File: config.mk
export PLATFORM = sky130hd
export DESIGN_NAME = game_ctrl
export DESIGN_NICKNAME = d
export VERILOG_FILES = /design/src/rtl/game_ctrl.sv
export SDC_FILE = /design/constraint.sdc
export NUM_CORES = 1
export LEC_CHECK = 0
export BUFFER_PORTS_ARGS = -buffer_cell sky130_fd_sc_hd__buf_2
export CAP_MARGIN = 20
export CORE_AREA = 8 8 70 72
export CTS_CLUSTER_SIZE = 8
export DETAILED_ROUTE_END_ITERATION = 12
export DIE_AREA = 0 0 78 80
export GPL_TIMING_DRIVEN = 0
export MAX_ROUTING_LAYER = met4
export PLACE_DENSITY = 0.78
export SETUP_SLACK_MARGIN = 0.2
export SLEW_MARGIN = 0
export SYNTH_ARGS = -nofsm -noshare
export SYNTH_HDL_FRONTEND = slang
export SYNTH_SLANG_ARGS = --single-unit
File: constraint.sdc
create_clock -name clk -period 2.4 [get_ports clk]
set_clock_uncertainty 0.1 [all_clocks]
set_input_delay 0.36 -clock clk [delete_from_list [all_inputs] [get_ports clk]]
set_output_delay 0.36 -clock clk [all_outputs]
set_load 0.005 [all_outputs]
File: src/rtl/game_ctrl.sv
// Game-state controller for the frog game: watches the obstacle grid and frog
// position, tracks lives and level, and drives resetGame/pause/level back to the mover.
module game_ctrl #(
    parameter int LIVES      = 3,
    parameter int HIT_CYCLES = 4,
    parameter int GOAL_ROW   = 7
) (
    input  logic            clk,
    input  logic            reset,
    input  logic [7:0][7:0] obs,
    input  logic [2:0]      frogRow,
    input  logic [2:0]      frogCol,
    input  logic            startBtn,
    input  logic            pauseBtn,
    output logic            resetGame,
    output logic            pause,
    output logic [3:0]      level,
    output logic [1:0]      lives,
    output logic            hitFlag,
    output logic            gameOver,
    output logic            win
);

    localparam int TW = (HIT_CYCLES > 1) ? $clog2(HIT_CYCLES) : 1;
    localparam logic [1:0]    LIVES_INIT = 2'(LIVES);
    localparam logic [TW-1:0] TIMER_INIT = TW'(HIT_CYCLES - 1);
    localparam logic [2:0]    GOAL       = 3'(GOAL_ROW);

    typedef enum logic [2:0] {
        S_IDLE   = 3'd0,
        S_PLAY   = 3'd1,
        S_PAUSED = 3'd2,
        S_HIT    = 3'd3,
        S_LVLUP  = 3'd4,
        S_OVER   = 3'd5,
        S_WIN    = 3'd6
    } state_t;

    state_t        state;
    logic [TW-1:0] timer;
    logic          collide;
    logic          goal;

    assign collide = obs[frogRow][frogCol];
    assign goal    = (frogRow == GOAL);

    // Game FSM; every output is a register updated alongside the state.
    always_ff @(posedge clk or posedge reset) begin
        if (reset) begin
            state     <= S_IDLE;
            level     <= 4'b0001;
            lives     <= LIVES_INIT;
            timer     <= '0;
            resetGame <= 1'b0;
            pause     <= 1'b1;
            hitFlag   <= 1'b0;
            gameOver  <= 1'b0;
            win       <= 1'b0;
        end else begin
            resetGame <= 1'b0;
            case (state)
                S_IDLE, S_OVER, S_WIN, S_PAUSED: begin
                    if (startBtn) begin
                        state     <= S_PLAY;
                        resetGame <= 1'b1;
                        pause     <= 1'b0;
                        lives     <= LIVES_INIT;
                        level     <= 4'b0001;
                        gameOver  <= 1'b0;
                        win       <= 1'b0;
                    end else if (state == S_PAUSED && pauseBtn) begin
                        state <= S_PLAY;
                        pause <= 1'b0;
                    end
                end
                S_PLAY: begin
                    // Collision outranks goal, restart and pause in the same cycle.
                    if (collide) begin
                        state   <= S_HIT;
                        pause   <= 1'b1;
                        hitFlag <= 1'b1;
                        lives   <= (lives != 2'd0) ? lives - 2'd1 : 2'd0;
                        timer   <= TIMER_INIT;
                    end else if (goal) begin
                        state <= S_LVLUP;
                        pause <= 1'b1;
                    end else if (startBtn) begin
                        resetGame <= 1'b1;
                        lives     <= LIVES_INIT;
                        level     <= 4'b0001;
                    end else if (pauseBtn) begin
                        state <= S_PAUSED;
                        pause <= 1'b1;
                    end
                end
                S_HIT: begin
                    if (timer != '0) begin
                        timer <= timer - TW'(1);
                    end else if (lives == 2'd0) begin
                        state    <= S_OVER;
                        hitFlag  <= 1'b0;
                        gameOver <= 1'b1;
                    end else begin
                        state     <= S_PLAY;
                        hitFlag   <= 1'b0;
                        pause     <= 1'b0;
                        resetGame <= 1'b1;
                    end
                end
                S_LVLUP: begin
                    if (level != 4'b1000) begin
                        level     <= {level[2:0], 1'b0};
                        state     <= S_PLAY;
                        pause     <= 1'b0;
                        resetGame <= 1'b1;
                    end else begin
                        state <= S_WIN;
                        win   <= 1'b1;
                    end
                end
                default: begin
                    state    <= S_IDLE;
                    level    <= 4'b0001;
                    lives    <= LIVES_INIT;
                    timer    <= '0;
                    pause    <= 1'b1;
                    hitFlag  <= 1'b0;
                    gameOver <= 1'b0;
                    win      <= 1'b0;
                end
            endcase
        end
    end

endmodule

# Yosys cells after proc, flatten, opt, wreduce, memory -nomap -nowiden
# Index checks and enable logic that the tools add are counted.
op_classes:
  add_sub_neg: 2
  multipliers: 0
  div: 0
  n_lt_le_gt_ge: 2
  n_eq_ne: 22
  shifts: 0
  mux: 53
  bitwise: 5
  n_reduce_logical: 18
ops:
  columns: ["cell", "n"]
  rows:
  - ["two-way mux 3 bit", 9]
  - ["binary-select mux 8 bit (select 3 bit)", 1]
  - ["two-way mux 1 bit", 22]
  - ["!= test 2 bit (second input constant)", 10]
  - ["two-way mux 4 bit", 4]
  - ["case mux 4 bit (4 select lines)", 1]
  - ["equality test 3 bit (second input constant)", 4]
  - ["two-way mux 2 bit", 6]
  - ["!= test 4 bit (second input constant)", 3]
  - ["case mux 2 bit (3 select lines)", 2]
  - ["case mux 3 bit (4 select lines)", 1]
  - ["AND reduction 4 bit", 3]
  - ["case mux 1 bit (3 select lines)", 3]
  - ["AND reduction 3 bit", 3]
  - ["less-than comparator 3 x 4 -> 1 bit (second input constant)", 2]
  - ["two-way mux 8 bit", 1]
  - ["case mux 1 bit (4 select lines)", 2]
  - ["equality test 3 x 2 -> 1 bit (second input constant)", 2]
  - ["!= test 3 bit (second input constant)", 2]
  - ["AND reduction 6 bit", 1]
  - ["OR reduction 2 bit", 3]
  - ["inverter 1 bit", 5]
  - ["OR reduction 5 bit", 1]
  - ["nonzero test 2 bit", 2]
  - ["other kinds (8)", 9]
word_totals:
  register_bits: 16
  latchBits: 0
  mem_bits_rw: 0
  romBits: 0
  out_inout_bits: 11
  elab_cells: 111
  memories: 0

# Longest topological paths before layout
logic_depth:
  ltp_word: 6
  depth_mapped: 10
  depth_no_buf: 7

# Worst setup path before layout
# Ideal clock, no wire load.
synth_timing:
  path_type: "input to register"
  from: "in frogRow[0]"
  to: "reg lives[0]"
  setup_time_ns: 0.062
  arrival_ns: 2.101
  slack_ns: 0.137
  path_stages: 10
  cell_sequence: "buf_6 -> buf_12 -> mux2i_1 -> a22oi_1 -> a21oi_1 -> o41ai_2 -> o21ai_2 -> buf_6 -> o311ai_2 -> o311a_1"
synth_between:
  elab_chain_len: 6
  elab_cells_between_ends: 9
  cone_classes: "2 x eq/ne; 6 x mux; 1 x reduce/logical"
synth_rtl:
  columns: ["element", "line", "rtl"]
  rows:
  - ["from (decl)", "11", "input logic [2:0] frogRow,"]
  - ["binary-select mux 8 bit (select 3 bit)", "44", "assign collide = obs[frogRow][frogCol];"]
  - ["two-way mux 8 bit (implied by the code)", "44", null]
  - ["binary-select mux 1 bit (select 3 bit)", "44", null]
  - ["two-way mux 1 bit (implied by the code)", "44", null]
  - ["two-way mux 2 bit / != test 3 bit (equally long branches)", null, null]
  - ["case mux 2 bit (3 select lines) / AND reduction 2 bit (equally long branches)", null, null]
  - ["to (signal assigned)", "82", "lives <= (lives != 2'd0) ? lives - 2'd1 : 2'd0;"]
  - ["to (decl)", "18", "output logic [1:0] lives,"]
# Several ways; a longest one is shown, not always the timed one. The select of a mux whose other input is x is not followed.
# A chain may end at the register's enable or synchronous reset.

# Worst setup path after layout
layout_timing:
  from: "in frogRow[0]"
  to: "reg state[2]"
layout_between:
  elab_chain_len: 6
  elab_cells_between_ends: 11
  cone_classes: "3 x eq/ne; 7 x mux; 1 x reduce/logical"
layout_rtl:
  columns: ["element", "line", "rtl"]
  rows:
  - ["binary-select mux 8 bit (select 3 bit)", "44", null]
  - ["two-way mux 8 bit (implied by the code)", "44", null]
  - ["binary-select mux 1 bit (select 3 bit)", "44", null]
  - ["two-way mux 1 bit (implied by the code)", "44", null]
  - ["!= test 4 bit (no line) / two-way mux 3 bit (equally long branches)", null, null]
  - ["AND reduction 4 bit (no line) / case mux 3 bit (4 select lines) (equally long branches)", null, null]
  - ["to (signal assigned)", "50", "state <= S_IDLE;"]
  - ["to (signal assigned)", "64", "state <= S_PLAY;"]
  - ["to (signal assigned)", "72", "state <= S_PLAY;"]
  - ["to (decl)", "39", "state_t state;"]
# Several ways; a longest one is shown, not always the timed one. The select of a mux whose other input is x is not followed.

==> metrics.yaml <==
iter_0_drt_violations: 131
dieArea_um2: 6240
syn_area_um2: 1670
relSlewSlack_pct: 61.0
layout.core_utilization_pct: 60.5
synth_largest_type_area_fraction_pct: 19.2
overflow: 0
synth.ff_latch_count: 16
setup_repair_after_global_routing_missed_its_margin: "true"
most_area_hungry_cell_type_in_the_yosys_netlist: "sky130_fd_sc_hd__mux2i_1"
finalCriticalPeriod_ns: 2.17
hold_violations: 0
tritoncts: "yes"
path_type_of_the_worst_setup_path: "in2reg"
drv.max_cap_violation_count: 0
critical-path-max-stage-delay_ns: 0.42
die_width_um: 78
clk_buf_depth: 2
cts_sinks: 16
run_status: "completed"
vias_per_cell: 5.72
final_weighted_congestion_in_routability_driven_placement: 0.917
drive_above_1_share_pct: 43.0
placement.io_buffers: 82
cts.root.buffer_cell: "sky130_fd_sc_hd__clkbuf_8"
critPathMaxFanout: 10
grt_first_pass_wirelength_um: 9000
setup_slack_of_the_critical_path_after_layout_ns: 0.230
crit_path_max_delay_cell_type: "sky130_fd_sc_hd__o41ai_2"
track_usage_pct: 17.8
dp_worst_setup_slack_ns: -0.179
ir_drop_v: 0.000578
routed-via-count: 1951
dr.pass1.iters: 6
synth_cells: 201
synth-seq-area-share_pct: 24.3
io_pins: 85
initial_core_util_pct: 43.3
crit_path_cell_trace: "buf_8 > buf_8 > mux2i_1 > a22oi_2 > a21oi_2 > o41ai_2 > o21ai_2 > a21bo_2 > mux2_2"
synthFlopType: "sky130_fd_sc_hd__dfrtp_1"
fp-row-count: 23
synth-edff-count: 0
synth_cell_type_count: 47
post_drt_wl_per_cell_um: 16.8
drc_violation_count_after_routing: 0
avg_synthesized_cell_area_um2: 8.30
final_max_slew_violation_count: 0
detail-route-antenna-nets: 0
cp_data_arrival_time_ns: 2.21
min_period_over_period_pct: 90.4
finish.instance_area_um2: 2330
wirelength_um: 5710
leakagePower_nw: 1.17
totalPowerFinal_mw: 1.93
cts_hold_buffers: 0
die_h_um: 80
grt_antenna_before_repair: 0
ctsHtreeMaxLevel: 1
postSynthNetCount: 276
post_synth_main_area_contributors: "sky130_fd_sc_hd__mux2i_1 (19%), sky130_fd_sc_hd__dfrtp_1 (18%), sky130_fd_sc_hd__a22oi_1 (7.6%), sky130_fd_sc_hd__dfstp_2 (6.3%), sky130_fd_sc_hd__a21oi_1 (5.7%)"
ys_async_sr_fraction_pct: 100
tritoncts.num_buffers: 3
clk_pin_slew_worst_paths_ns: 0.06
area_growth_syn_to_layout_pct: 39.8
worst_path_dominant_cell_family: "compound AO/OA/AOI/OAI gates"
place_hpwl_um: 4450
powerDensity_nw_per_um2: 829
max_freq_mhz: 461
antenna-diode-count: 0
vias_in_the_first_global_route: 1905
cp-start-kind: "input pin"
crit_path_end_kind: "flip-flop"
timing_worst_slew_pin_value_ns: 0.584
timing.critical_path.mode_cell: "sky130_fd_sc_hd__buf_8"
core_area_um2: 3860
place_area_um2: 2150
hp-class: "in2async"
grt_max_degree: 17
timing.critical_path.required_ns: 2.44
cp_num_buf_inv: 2
synthesis.yosys.warnings: 0
final-setup-viol-count: 0
nNetsFinal: 367
fin_worst_hold_slack_ns: 0.0564
clkLatencyLatePin_ns: 0.25
[where the power goes]
part           switching [mW]  internal [mW]
clock                  0.0954          0.146
sequential             0.0893          0.400
combinational           0.663          0.541
total                   0.848           1.09
[routing by layer]
layer | global-route usage [%] | wire length (um) | vias to the layer above
li1 | - | - | 943
met1 | 20.6 | 2410 | 898
met2 | 30.7 | 2750 | 105
met3 | 4.28 | 512 | 5
met4 | 3.33 | 42 | 0
met5 | - | 0 | -
[cells in the mapped netlist, drive strengths merged, types with 3 or more instances]
| cell type | instances |
|---|---|
| mux2i | 32 |
| a21oi | 19 |
| a22oi | 17 |
| nor2 | 17 |
| nand2 | 15 |
| dfrtp | 12 |
| clkbuf | 9 |
| inv | 9 |
| o21ai | 7 |
| buf | 6 |
| nand2b | 5 |
| nor3 | 5 |
| dfstp | 4 |
| a22o | 3 |
| a31oi | 3 |
| nor2b | 3 |
| or3 | 3 |
[through the flow]
stage,setup TNS [ns],std cells
final,0,341
after global placement,-0.530,333
after CTS,0,337
after floorplan,0,201
after detailed placement,-1.22,333
after global routing,0,341
[placed cells by master (no fill, tap or decap), drive strengths merged, types with 3 or more instances in the layout]
cell type and count:
a21oi 19, a22o 3, a22oi 17, a31oi 3, buf 93, clkbuf 12, dfrtp 12, dfstp 4
inv 9, mux2i 32, nand2 15, nand2b 5, nor2 17, nor2b 3, nor3 5, o21ai 7
or3 3
[state kept, by name, indices dropped and copies added (netlist names)]
name	cells
level	4
state	3
lives	2
timer	2
gameOver	1
hitFlag	1
pause	1
resetGame	1
win	1
[area by class of cell]
class / count / area (um2)
inverters: 9 / 33.8
flip-flops and latches: 16 / 405
repair buffers: 86 / 438
clock buffers: 4 / 55.1
plain buffers: 15 / 128
well taps: 50 / 62.6
fillers: 342 / 1520
multi-input cells: 161 / 1210
[worst paths after layout]
| kind | startpoint | end | slack, ns | cells after the start |
|---|---|---|---|---|
| max | frogRow[0] | state[2]$_DFFE_PP0P_ | 0.23 | 9 |
| min | reset | gameOver$_DFFE_PP0P_ | 0.06 | 2 |
| max reg2reg | state[2]$_DFFE_PP0P_ | state[2]$_DFFE_PP0P_ | 0.31 | 8 |
| min reg2reg | hitFlag$_DFFE_PP0P_ | hitFlag$_DFFE_PP0P_ | 0.41 | 1 |
| max in group asynchronous | reset | state[2]$_DFFE_PP0P_ | 1.76 | 2 |
| min in group clk | hitFlag$_DFFE_PP0P_ | hitFlag$_DFFE_PP0P_ | 0.41 | 1 |
[cells by family after synthesis]
| kind of cell | count (synthesis) | share of synthesized area [%] |
|---|---|---|
| compound gates | 71 | 31.2 |
| buf+inv | 24 | 8.17 |
| simple gates | 56 | 15.7 |
| fa+ha+maj | 1 | 0.750 |
| mux | 33 | 19.9 |
| flops | 16 | 24.3 |
[what timing repair did]
item,CTS,global route
endpoints found under the hold margin,0,0
setup endpoints to repair,8,13
gates resized for setup,7,18
pin swaps,3,5
buffers inserted,0,3
gates cloned,0,1
No activity file was read; power rests on OpenSTA's default activity.
